--- src/rtl/bus16_bridge.sv ---
// bus16_bridge: splits each 32-bit core request into one or two 16-bit
// transfers, low half first, and reassembles read data. The core sees a
// single s_ready pulse per request. All outputs are registered.
module bus16_bridge #(
  parameter bit SKIP_EMPTY = 1'b1
) (
  input  logic        clk,
  input  logic        rst,
  input  logic [31:0] s_addr,
  input  logic [31:0] s_wdata,
  output logic [31:0] s_rdata,
  input  logic        s_wr,
  input  logic [3:0]  s_lane,
  input  logic        s_valid,
  output logic        s_ready,
  output logic [31:0] m_addr,
  output logic [15:0] m_wdata,
  input  logic [15:0] m_rdata,
  output logic        m_wr,
  output logic [1:0]  m_lane,
  output logic        m_valid,
  input  logic        m_ready
);

  typedef enum logic [1:0] {
    IDLE = 2'd0,
    LO   = 2'd1,
    HI   = 2'd2,
    RESP = 2'd3
  } state_t;

  state_t      state;

  // Latched request: only the fields still needed after acceptance.
  logic [29:0] req_word;
  logic [15:0] req_wdata_hi;
  logic [1:0]  req_lane_hi;
  logic        req_wr;
  logic        need_hi;
  logic [15:0] lo_half;
  logic [15:0] hi_half;

  // Half-selection decisions for the request being offered in IDLE.
  logic        acc_need_lo;
  logic        acc_need_hi;
  logic [1:0]  acc_lane_lo;
  logic [1:0]  acc_lane_hi;

  assign acc_need_lo = !s_wr || !SKIP_EMPTY || (|s_lane[1:0]);
  assign acc_need_hi = !s_wr || !SKIP_EMPTY || (|s_lane[3:2]);
  // Reads always move full halves regardless of the core's byte enables.
  assign acc_lane_lo = s_wr ? s_lane[1:0] : 2'b11;
  assign acc_lane_hi = s_wr ? s_lane[3:2] : 2'b11;

  // The byte offset within the word never reaches the 16-bit side.
  logic unused_bits;
  assign unused_bits = ^s_addr[1:0];

  // Request sequencer: accept, issue low/high halves, then pulse s_ready.
  always_ff @(posedge clk) begin
    // NOTE: every register here, including data and the read halves, is
    // cleared on reset so a mid-transfer reset leaves no stale state visible.
    if (rst) begin
      state        <= IDLE;
      s_ready      <= 1'b0;
      s_rdata      <= '0;
      m_valid      <= 1'b0;
      m_wr         <= 1'b0;
      m_addr       <= '0;
      m_wdata      <= '0;
      m_lane       <= 2'b00;
      req_word     <= '0;
      req_wdata_hi <= '0;
      req_lane_hi  <= 2'b00;
      req_wr       <= 1'b0;
      need_hi      <= 1'b0;
      lo_half      <= '0;
      hi_half      <= '0;
    end else begin
      // NOTE: non-blocking assignments only, so every branch sees the
      // register values from before this edge.
      case (state)
        IDLE: begin
          s_ready <= 1'b0;
          if (s_valid) begin
            req_word     <= s_addr[31:2];
            req_wdata_hi <= s_wdata[31:16];
            req_lane_hi  <= acc_lane_hi;
            req_wr       <= s_wr;
            need_hi      <= acc_need_hi;
            m_wr         <= s_wr;
            if (acc_need_lo) begin
              state   <= LO;
              m_valid <= 1'b1;
              m_addr  <= {s_addr[31:2], 2'b00};
              m_wdata <= s_wdata[15:0];
              m_lane  <= acc_lane_lo;
            end else if (acc_need_hi) begin
              state   <= HI;
              m_valid <= 1'b1;
              m_addr  <= {s_addr[31:2], 2'b10};
              m_wdata <= s_wdata[31:16];
              m_lane  <= acc_lane_hi;
            end else begin
              // Empty write: nothing to move, complete immediately.
              state   <= RESP;
              s_ready <= 1'b1;
            end
          end
        end

        LO: begin
          if (m_ready) begin
            if (!req_wr) begin
              lo_half <= m_rdata;
            end
            if (need_hi) begin
              // m_valid stays high; only the transfer fields advance.
              state   <= HI;
              m_addr  <= {req_word, 2'b10};
              m_wdata <= req_wdata_hi;
              m_lane  <= req_lane_hi;
            end else begin
              state   <= RESP;
              m_valid <= 1'b0;
              s_ready <= 1'b1;
            end
          end
        end

        HI: begin
          if (m_ready) begin
            if (!req_wr) begin
              hi_half <= m_rdata;
              s_rdata <= {m_rdata, lo_half};
            end
            state   <= RESP;
            m_valid <= 1'b0;
            s_ready <= 1'b1;
          end
        end

        RESP: begin
          s_ready <= 1'b0;
          state   <= IDLE;
        end

        default: state <= IDLE;
      endcase
    end
  end

endmodule
--- config.mk ---
export PLATFORM = sky130hd
export DESIGN_NAME = bus16_bridge
export DESIGN_NICKNAME = d
export VERILOG_FILES = /design/src/rtl/bus16_bridge.sv
export SDC_FILE = /design/constraint.sdc
export NUM_CORES = 1
export LEC_CHECK = 0
export BUFFER_PORTS_ARGS = -buffer_cell sky130_fd_sc_hd__buf_4
export CAP_MARGIN = 10
export CELL_PAD_IN_SITES_DETAIL_PLACEMENT = 0
export CELL_PAD_IN_SITES_GLOBAL_PLACEMENT = 1
export CORE_UTILIZATION = 38
export DETAILED_ROUTE_END_ITERATION = 8
export PLACE_DENSITY = 0.8
export SLEW_MARGIN = 20
export SYNTH_ARGS = -nofsm -noshare
export SYNTH_HDL_FRONTEND = slang
export SYNTH_SLANG_ARGS = --single-unit
--- constraint.sdc ---
create_clock -name clk -period 2.6 [get_ports clk]
set_input_delay 0.52 -clock clk [delete_from_list [all_inputs] [get_ports clk]]
set_output_delay 0.52 -clock clk [all_outputs]
set_load 0.02 [all_outputs]
==> results of run 1 <==
where the power goes:
part | switching [W] | total [W] | internal [W]
Sequential | 0.000328 | 0.00327 | 0.00294
Clock | 0.000930 | 0.00260 | 0.00167
Combinational | 0.00253 | 0.00427 | 0.00174
cell families after synthesis:
group | synth area share [%]
AOI/OAI and AO/OA | 20.85
buffers and inverters | 6.588
muxes | 8.048
adders and majority gates | 0.9862
DFF | 47.65
other | 0.05911
and+or+nand+nor | 15.82
registers in the layout (all words and copies together), names as in the netlist:
name and cells:
req_word 30, m_wdata 16, s_rdata 32, state 2, s_ready 1, req_wr 1, m_addr 31, need_hi 1
lo_half 16, m_lane 2, req_lane_hi 2, req_wdata_hi 16, m_valid 1
layout make-up:
type,instances,area [um^2]
clock buffer,22,474.2
clock inverter,8,146.4
fill,1595,7681
inverter,23,86.33
multi-input combinational,519,2933
sequential,151,3023
tap,216,270.3
timing repair buffer,190,1501
metrics by stage:
stage | hold slack [ns] | power, W | util, % | setup WS (ns)
2_1_floorplan | 0.4321 | 0.006089 | - | 0.5932
3_3_place_gp | 0.4403 | 0.007573 | 48.49 | 0.4066
3_5_place_dp | 0.4436 | 0.007632 | 48.49 | 0.3745
4_1_cts | 0.3353 | 0.01026 | 52.34 | 0.3567
5_1_grt | 0.3394 | 0.01080 | 52.34 | 0.2332
6_report | 0.3529 | 0.01014 | 52.34 | 0.3682
worst max-delay path, delay by kind of cell, from the launching register on:
kind | cells | cell delay, ns
DFF | 1 | 0.42
and+or+nand+nor | 3 | 0.95
adders and majority gates | 1 | 0.29
AOI/OAI and AO/OA | 1 | 0.09
buffers and inverters | 2 | 0.33
per-layer routing:
layer	part of all wire, %	track usage [%]	vias to the layer above
met3	6.7	6.906	17
li1	-	-	2875
met5	0	0	-
met4	0.96	5.490	0
met1	45	23.99	2619
met2	47	31.97	124
final timing paths:
path / start / to / slack, ns / depth (start not counted)
worst max-delay path: state[0] / m_addr[12] / 0.37 / 7
worst min register to register: lo_half[1] / s_rdata[1] / 0.45 / 2
worst min-delay path: m_rdata[13] / s_rdata[29] / 0.35 / 3
worst max register to register: state[0] / m_addr[12] / 0.37 / 7
cell usage after synthesis:
master	number
nand2_1	195
dfxtp_1	151
a21oi_1	147
clkbuf_1	37
a211oi_1	33
mux2i_1	30
inv_1	23
o2111ai_1	18
nand2b_1	17
o21ai_1	16
buf_2	10
nor2_1	9
mux2_2	8
mux2_4	8
buf_4	7
nor2b_1	7
buf_1	6
a311oi_1	5
ha_1	5
and2_1	3
buf_6	3
o21ai_0	2
a211o_1	1
a21o_1	1
a31oi_1	1
a41oi_1	1
and4_2	1
buf_12	1
clkbuf_2	1
conb_1	1
dlygate4sd1_1	1
nand3_1	1
nand4_1	1
nor3_1	1
nor3b_2	1
nor4_1	1
o22ai_1	1
o32a_1	1
or2b_1	1
or3b_1	1
or4_1	1
==> reports/metrics.cfg, run 1 <==
[status]
status = completed

[logic_synthesis]
synth.avg_cell_area_um2 = 8.358
synth_top_area_cell = dfxtp_1
synth_warnings = 0
syn_nets = 853
ys_seq_area_share_pct = 47.65
ys_ff_latch = 151
yosysTopAreaCellShare_pct = 47.65
synth_area_leaders = dfxtp_1 (48%), a21oi_1 (12%), nand2_1 (12%), mux2i_1 (4.7%), a211oi_1 (3.9%)
synthCells = 759
syn_area_um2 = 6344
synth_cell_types = 41

[clocking]
htreeDepth = 4
root_buffer = clkbuf_16
cts_made_buffers = 17
clkLatencyLatePin_ns = 0.42
cts_buffer_depth = 2
clk_pin_slew_ns = 0.06
cts-resized-gates = 0
ctsHoldBuffers = 0
cts_tree = yes
clkSinkCount = 151
cts_setup_buffers = 0

[detailed_routing]
vias = 5635
drtAntennaViolNets = 0
routed_wl_um = 16590
drc = 0
routed_via_density = 4.991
first_iter_violations = 237
wl_per_cell_um = 14.69
firstDrtPassIters = 4

[die]
core-area_um2 = 16120
io_pins = 174
rows = 46
dieWidth_um = 131.2
dieArea_um2 = 17210
initial_core_util_pct = 39.36
die_y_um = 131.2

[grt]
grt_pass1_vias = 5245
grt_start_max_net_pins = 61
grt_pass1_wl_um = 26990
gr-total-overflow = 0
grt_usage_pct = 19.51
antenna_found_initial = 0

[critical_path]
slowest_delay_ns = 0.60
crit_fanout = 37
worstSetupPathType = reg2reg
crit_path_start_kind = flip-flop
crit_chain = inv_1, ha_1, nor2b_1, or4_1, nor2_4, buf_12, a211oi_1
cp.required_ns = 2.87
critPathArrivalTime_ns = 2.50
cpMaxStageDelayCell = or4_1
critPathCaptureType = flip-flop

[place]
place.gp.congestion = 0.7845
post-place-cells = 1099
dpl-instance-area_um2 = 7814
dp_hpwl_um = 10740
port_buffers = 170

[finish]
drive_above_1_share_pct = 26.40
final_cells = 1129
final_area_um2 = 8434
nets = 996
antenna_cells = 0
final_cell_mix = nand2_1 (194), buf_4 (184), dfxtp_1 (151)
mostFrequentLayoutCell = nand2_1
area_delta_synth_final_pct = 32.96

[power_and_ir_drop]
power_density_nw_per_um2 = 1203
p_leak_nw = 3.369
vdd_drop_max_v = 0.0007081

[run]
cap_violations = 0

[timing]
finalHoldViolations = 0
relSlewSlack_pct = 60.57
worstMarginPinSlew_ns = 0.5914
fin_setup_tns_ns = 0
finalMaxSlewViolations = 0
period_share_pct = 85.84
rsz0062_at_grt = no
period_minus_slack_ns = 2.232
skew_ns = 0.007235
max_freq_mhz = 448.1
setup_viol = 0

[hold_path]
min_path_type = in2reg

Note: power is estimated with default switching activity, not from simulation.
==> run 2: changes to the inputs <==
--- a/config.mk
+++ b/config.mk
@@ -12,7 +12,8 @@
 export CORE_UTILIZATION = 38
 export DETAILED_ROUTE_END_ITERATION = 8
 export PLACE_DENSITY = 0.8
-export SLEW_MARGIN = 20
+export SLEW_MARGIN = 40
 export SYNTH_ARGS = -nofsm -noshare
 export SYNTH_HDL_FRONTEND = slang
 export SYNTH_SLANG_ARGS = --single-unit
+export TNS_END_PERCENT = 1
==> constraint.sdc (replaced) <==
create_clock -name clk -period 2.6 [get_ports clk]
set_input_delay 0.26 -clock clk [delete_from_list [all_inputs] [get_ports clk]]
set_output_delay 0.26 -clock clk [all_outputs]
set_load 0.02 [all_outputs]
==> run 2 against run 1 <==
Compared with the run above: final cell count increased by 0.18%; wire length increased by 0.24%; utilization decreased by 0.27 points; worst hold slack got worse by 0.26 ns; power decreased by 1.3%.
==> reports/metrics.cfg, run 2 (synthesis gave the netlist of run 1 again) <==
[power_and_ir_drop]
vdd_drop_max_v = 0.0006605
power_density_nw_per_um2 = 1193
p_leak_nw = 3.343

[timing]
rsz0062_at_grt = no
finalMaxSlewViolations = 0
worstMarginPinSlew_ns = 0.6521
period_share_pct = 86.61
period_minus_slack_ns = 2.252
relSlewSlack_pct = 56.53
max_freq_mhz = 444.1
fin_ws_ns = 0.3482
finalHoldViolations = 0
fin_setup_tns_ns = 0
setup_viol = 0
skew_ns = 0.008525

[die]
initial_core_util_pct = 39.36
dieWidth_um = 131.2
io_pins = 174
die_y_um = 131.2
rows = 46
core-area_um2 = 16120
dieArea_um2 = 17210

[clocking]
clkLatencyLatePin_ns = 0.42
cts_tree = yes
clkSinkCount = 151
cts_made_buffers = 17
root_buffer = clkbuf_16
htreeDepth = 4
cts_setup_buffers = 0
clk_pin_slew_ns = 0.06
cts-resized-gates = 0
ctsHoldBuffers = 0
cts_buffer_depth = 2

[finish]
largest_register = s_rdata
antenna_cells = 0
reg_top3 = s_rdata (32), m_addr (31), req_word (30)
final_util_pct = 52.07
final_cell_mix = nand2_1 (194), buf_4 (185), dfxtp_1 (151)
largest_reg_flops = 32
final_area_um2 = 8391
drive_above_1_share_pct = 26.34
nets = 996
mostFrequentLayoutCell = nand2_1
fill_cells = 1571
area_delta_synth_final_pct = 32.27

[place]
place.gp.congestion = 0.7736
dpl-instance-area_um2 = 7801
dp_hpwl_um = 10740
dp_slack_ns = 0.3494
port_buffers = 170

[grt]
grt_usage_pct = 19.69
grt_start_max_net_pins = 60
grt_pass1_wl_um = 27380
grt_pass1_vias = 5366
antenna_found_initial = 0
gr-total-overflow = 0

[detailed_routing]
drc = 0
vias = 5614
firstDrtPassIters = 4
drtAntennaViolNets = 0
first_iter_violations = 275
routed_via_density = 4.964
routed_wl_um = 16630
wl_per_cell_um = 14.70

[run]
cap_violations = 0

[critical_path]
crit_fanout = 33
critPathCaptureType = flip-flop
cp.required_ns = 2.88
crit_path_start_kind = flip-flop
worstSetupPathType = reg2reg
critPathArrivalTime_ns = 2.53

[hold_path]
min_path_type = in2reg

[status]
status = completed

## run 2: worst paths after layout
| check | slack [ns] | start | cells after the start | to |
|---|---|---|---|---|
| max | 0.35 | state[0] | 7 | m_addr[1] |
| min | 0.09 | m_rdata[8] | 3 | s_rdata[24] |
| max reg2reg | 0.35 | state[0] | 7 | m_addr[1] |
| min reg2reg | 0.45 | lo_half[1] | 2 | s_rdata[1] |
## run 2: per-layer routing
layer	global-route usage (%)	share of wire, %
met3	6.674	7.0
met2	32.33	47
met4	6.993	1.9
met1	23.84	44
met5	0	0
## run 2: area by class of cell
class                   instances  area (um^2)  area share [%]
clock inverters                11        148.9           1.775
clock buffers                  21        440.4           5.249
multi-input cells             519         2933           34.95
flip-flops and latches        151         3023           36.03
inverters                      23        86.33           1.029
repair buffers                190         1489           17.75
well taps                     216        270.3           3.221
## run 2: report_power, final
group          internal [W]  total (W)  switching (W)
Sequential          0.00294    0.00328       0.000331
Clock               0.00151    0.00246       0.000950
Combinational       0.00173    0.00427        0.00254
Total               0.00619     0.0100        0.00382
## run 2: per-stage QoR
stage          power (W)  instances  hold slack (ns)
3_3_place_gp    0.007581       1099           0.4393
2_1_floorplan   0.006089        759           0.3960
5_1_grt          0.01066       1131          0.08417
6_report         0.01001       1131          0.09439
3_5_place_dp    0.007625       1099           0.4465
4_1_cts          0.01012       1131          0.07620
## run 2: critical path, cell delays in order, from the launching register on
cell	delay, ns
dfxtp_1	0.42
inv_1	0.11
ha_1	0.29
nor2b_1	0.18
or4_1	0.62
nor2_4	0.18
buf_12	0.21
a311oi_1	0.11
==> run 3: changes to the inputs <==
--- a/config.mk
+++ b/config.mk
@@ -9,6 +9,7 @@
 export CAP_MARGIN = 10
 export CELL_PAD_IN_SITES_DETAIL_PLACEMENT = 0
 export CELL_PAD_IN_SITES_GLOBAL_PLACEMENT = 1
+export CORE_MARGIN = 2
 export CORE_UTILIZATION = 38
 export DETAILED_ROUTE_END_ITERATION = 8
 export PLACE_DENSITY = 0.8
==> run 3 against run 2 <==
Compared with the run above: utilization down 0.94 points; power rose by 1.2%; worst setup slack better by 0.0033 ns; maximum frequency rose by 0.15%; sequential power about the same; combinational power about the same; critical path depth unchanged; highest routed layer unchanged; register-to-register slack is essentially flat; clock skew decreased by 0.0013 ns.
==> reports/metrics.cfg, run 3 (synthesis gave the netlist of run 1 again) <==
[critical_path]
reg2regPathDepth = 7
critPathBufInv = 2
slowest_delay_ns = 0.60
crit_fanout = 35
cp.required_ns = 2.86
critPathArrivalTime_ns = 2.51
crit-reg2reg-capture = m_addr[8]
critPathCaptureType = flip-flop
crit_family = simple AND/OR/NAND/NOR gates
worstSetupPathType = reg2reg
rr_startpoint = state[0]
crit_chain = inv_1, ha_1, nor2b_1, or4_1, nor2_4, buf_12, a211oi_1
crit_path_start_kind = flip-flop
rrSetupSlack_ns = 0.35
cpMaxStageDelayCell = or4_1

[grt]
gr-total-overflow = 0
grt_usage_pct = 19.01
antenna_found_initial = 0
grt_start_max_net_pins = 68
grt_pass1_wl_um = 27200
grt_pass1_vias = 5332

[finish]
reg_top3 = s_rdata (32), m_addr (31), req_word (30)
drive_above_1_share_pct = 26.43
nets = 993
fill_cells = 1666
largest_register = s_rdata
final_util_pct = 51.12
largest_reg_flops = 32
final_cell_mix = nand2_1 (194), buf_4 (181), dfxtp_1 (151)
area_delta_synth_final_pct = 32.70
antenna_cells = 0
mostFrequentLayoutCell = nand2_1

[detailed_routing]
vias = 5686
routed_wl_um = 16760
first_iter_violations = 295
wl_per_cell_um = 14.81
routed_via_density = 5.023
drc = 0
drtAntennaViolNets = 0
firstDrtPassIters = 4

[timing]
period_minus_slack_ns = 2.248
finalHoldViolations = 0
finalMaxSlewViolations = 0
worstMarginPinSlew_ns = 0.7033
max_freq_mhz = 444.8
relSlewSlack_pct = 53.12
fin_setup_tns_ns = 0
skew_ns = 0.007241
rsz0062_at_grt = no
setup_viol = 0
period_share_pct = 86.48

[clocking]
root_buffer = clkbuf_16
clk_pin_slew_ns = 0.06
cts_tree = yes
cts_made_buffers = 17
cts_buffer_depth = 2
clkSinkCount = 151
ctsHoldBuffers = 0
clkLatencyLatePin_ns = 0.42
htreeDepth = 4
cts-resized-gates = 0
cts_setup_buffers = 0

[hold_path]
holdPathStages = 3
hold_end = req_word[16]
min_path_type = in2reg
hold_start = s_addr[18]

[die]
initial_core_util_pct = 38.53
die_y_um = 133.2
rows = 47
core-area_um2 = 16470
io_pins = 174
dieWidth_um = 133.2
dieArea_um2 = 17740

[power_and_ir_drop]
vdd_drop_max_v = 0.0005709
power_density_nw_per_um2 = 1203
p_leak_nw = 3.361

[place]
port_buffers = 170
place.gp.congestion = 0.7760
dp_hpwl_um = 10750

[status]
status = completed

[run]
cap_violations = 0

## run 3: changes by cell type in the layout (fill, tap and decap cells not counted)
| cell | previous run | this run |
|---|---|---|
| clkinv_4 | 1 | 3 |
| clkbuf_8 | 0 | 1 |
| clkinv_2 | 2 | 5 |
| bufinv_16 | 3 | 4 |
| inv_6 | 2 | 0 |
| buf_4 | 185 | 181 |
| clkinvlp_4 | 3 | 1 |
| buf_12 | 5 | 6 |
| clkbuf_1 | 4 | 1 |
## run 3: how the worst max path moves through the flow
| stage | from | depth (start not counted) | slack, ns | end |
|---|---|---|---|---|
| after floorplan | state[0] | 8 | 0.59 | m_addr[10] |
| after global placement | state[0] | 7 | 0.39 | m_addr[9] |
| after detailed placement | state[0] | 7 | 0.37 | m_addr[4] |
| after CTS | state[0] | 7 | 0.36 | m_addr[4] |
| after global routing | state[0] | 7 | 0.21 | m_addr[18] |
| final | state[0] | 7 | 0.35 | m_addr[8] |
## run 3: metrics by stage
step                      setup WS [ns]  total power, W  area [um^2]  std cells  hold slack, ns
after global placement           0.3921        0.007577         7796       1100          0.4396
final                            0.3516         0.01013         8418       1132         0.09623
after floorplan                  0.5932        0.006089         6344        759          0.3960
after CTS                        0.3585         0.01025         8418       1132         0.07949
after detailed placement         0.3656        0.007625         7796       1100          0.4423
after global routing             0.2129         0.01079         8418       1132         0.08513
## run 3: final cells by class
type	count	area [um^2]	share of cell area, %
sequential	151	3023	35.91
tap	220	275.3	3.270
multi-input combinational	519	2933	34.84
timing repair buffer	187	1479	17.57
clock inverter	13	178.9	2.125
inverter	23	86.33	1.026
clock buffer	19	442.9	5.262
## run 3: metal layers
layer / global-route usage [%] / part of all wire [%] / vias to the layer above
met5: 0 / 0 / -
met4: 4.846 / 0.66 / 0
met3: 6.355 / 6.8 / 11
met2: 31.61 / 48 / 137
met1: 23.85 / 45 / 2667
li1: - / - / 2871
## run 3: worst min-delay path: cells and delay by family
| family | cells | cell delay (ns) |
|---|---|---|
| buffers and inverters | 1 | 0.11 |
| AOI/OAI and AO/OA | 1 | 0.05 |
| and+or+nand+nor | 1 | 0.04 |
## run 3: where the power goes
part	switching, W	total, W	internal [W]
clock	0.000971	0.00260	0.00163
combinational	0.00254	0.00427	0.00173
sequential	0.000317	0.00326	0.00294
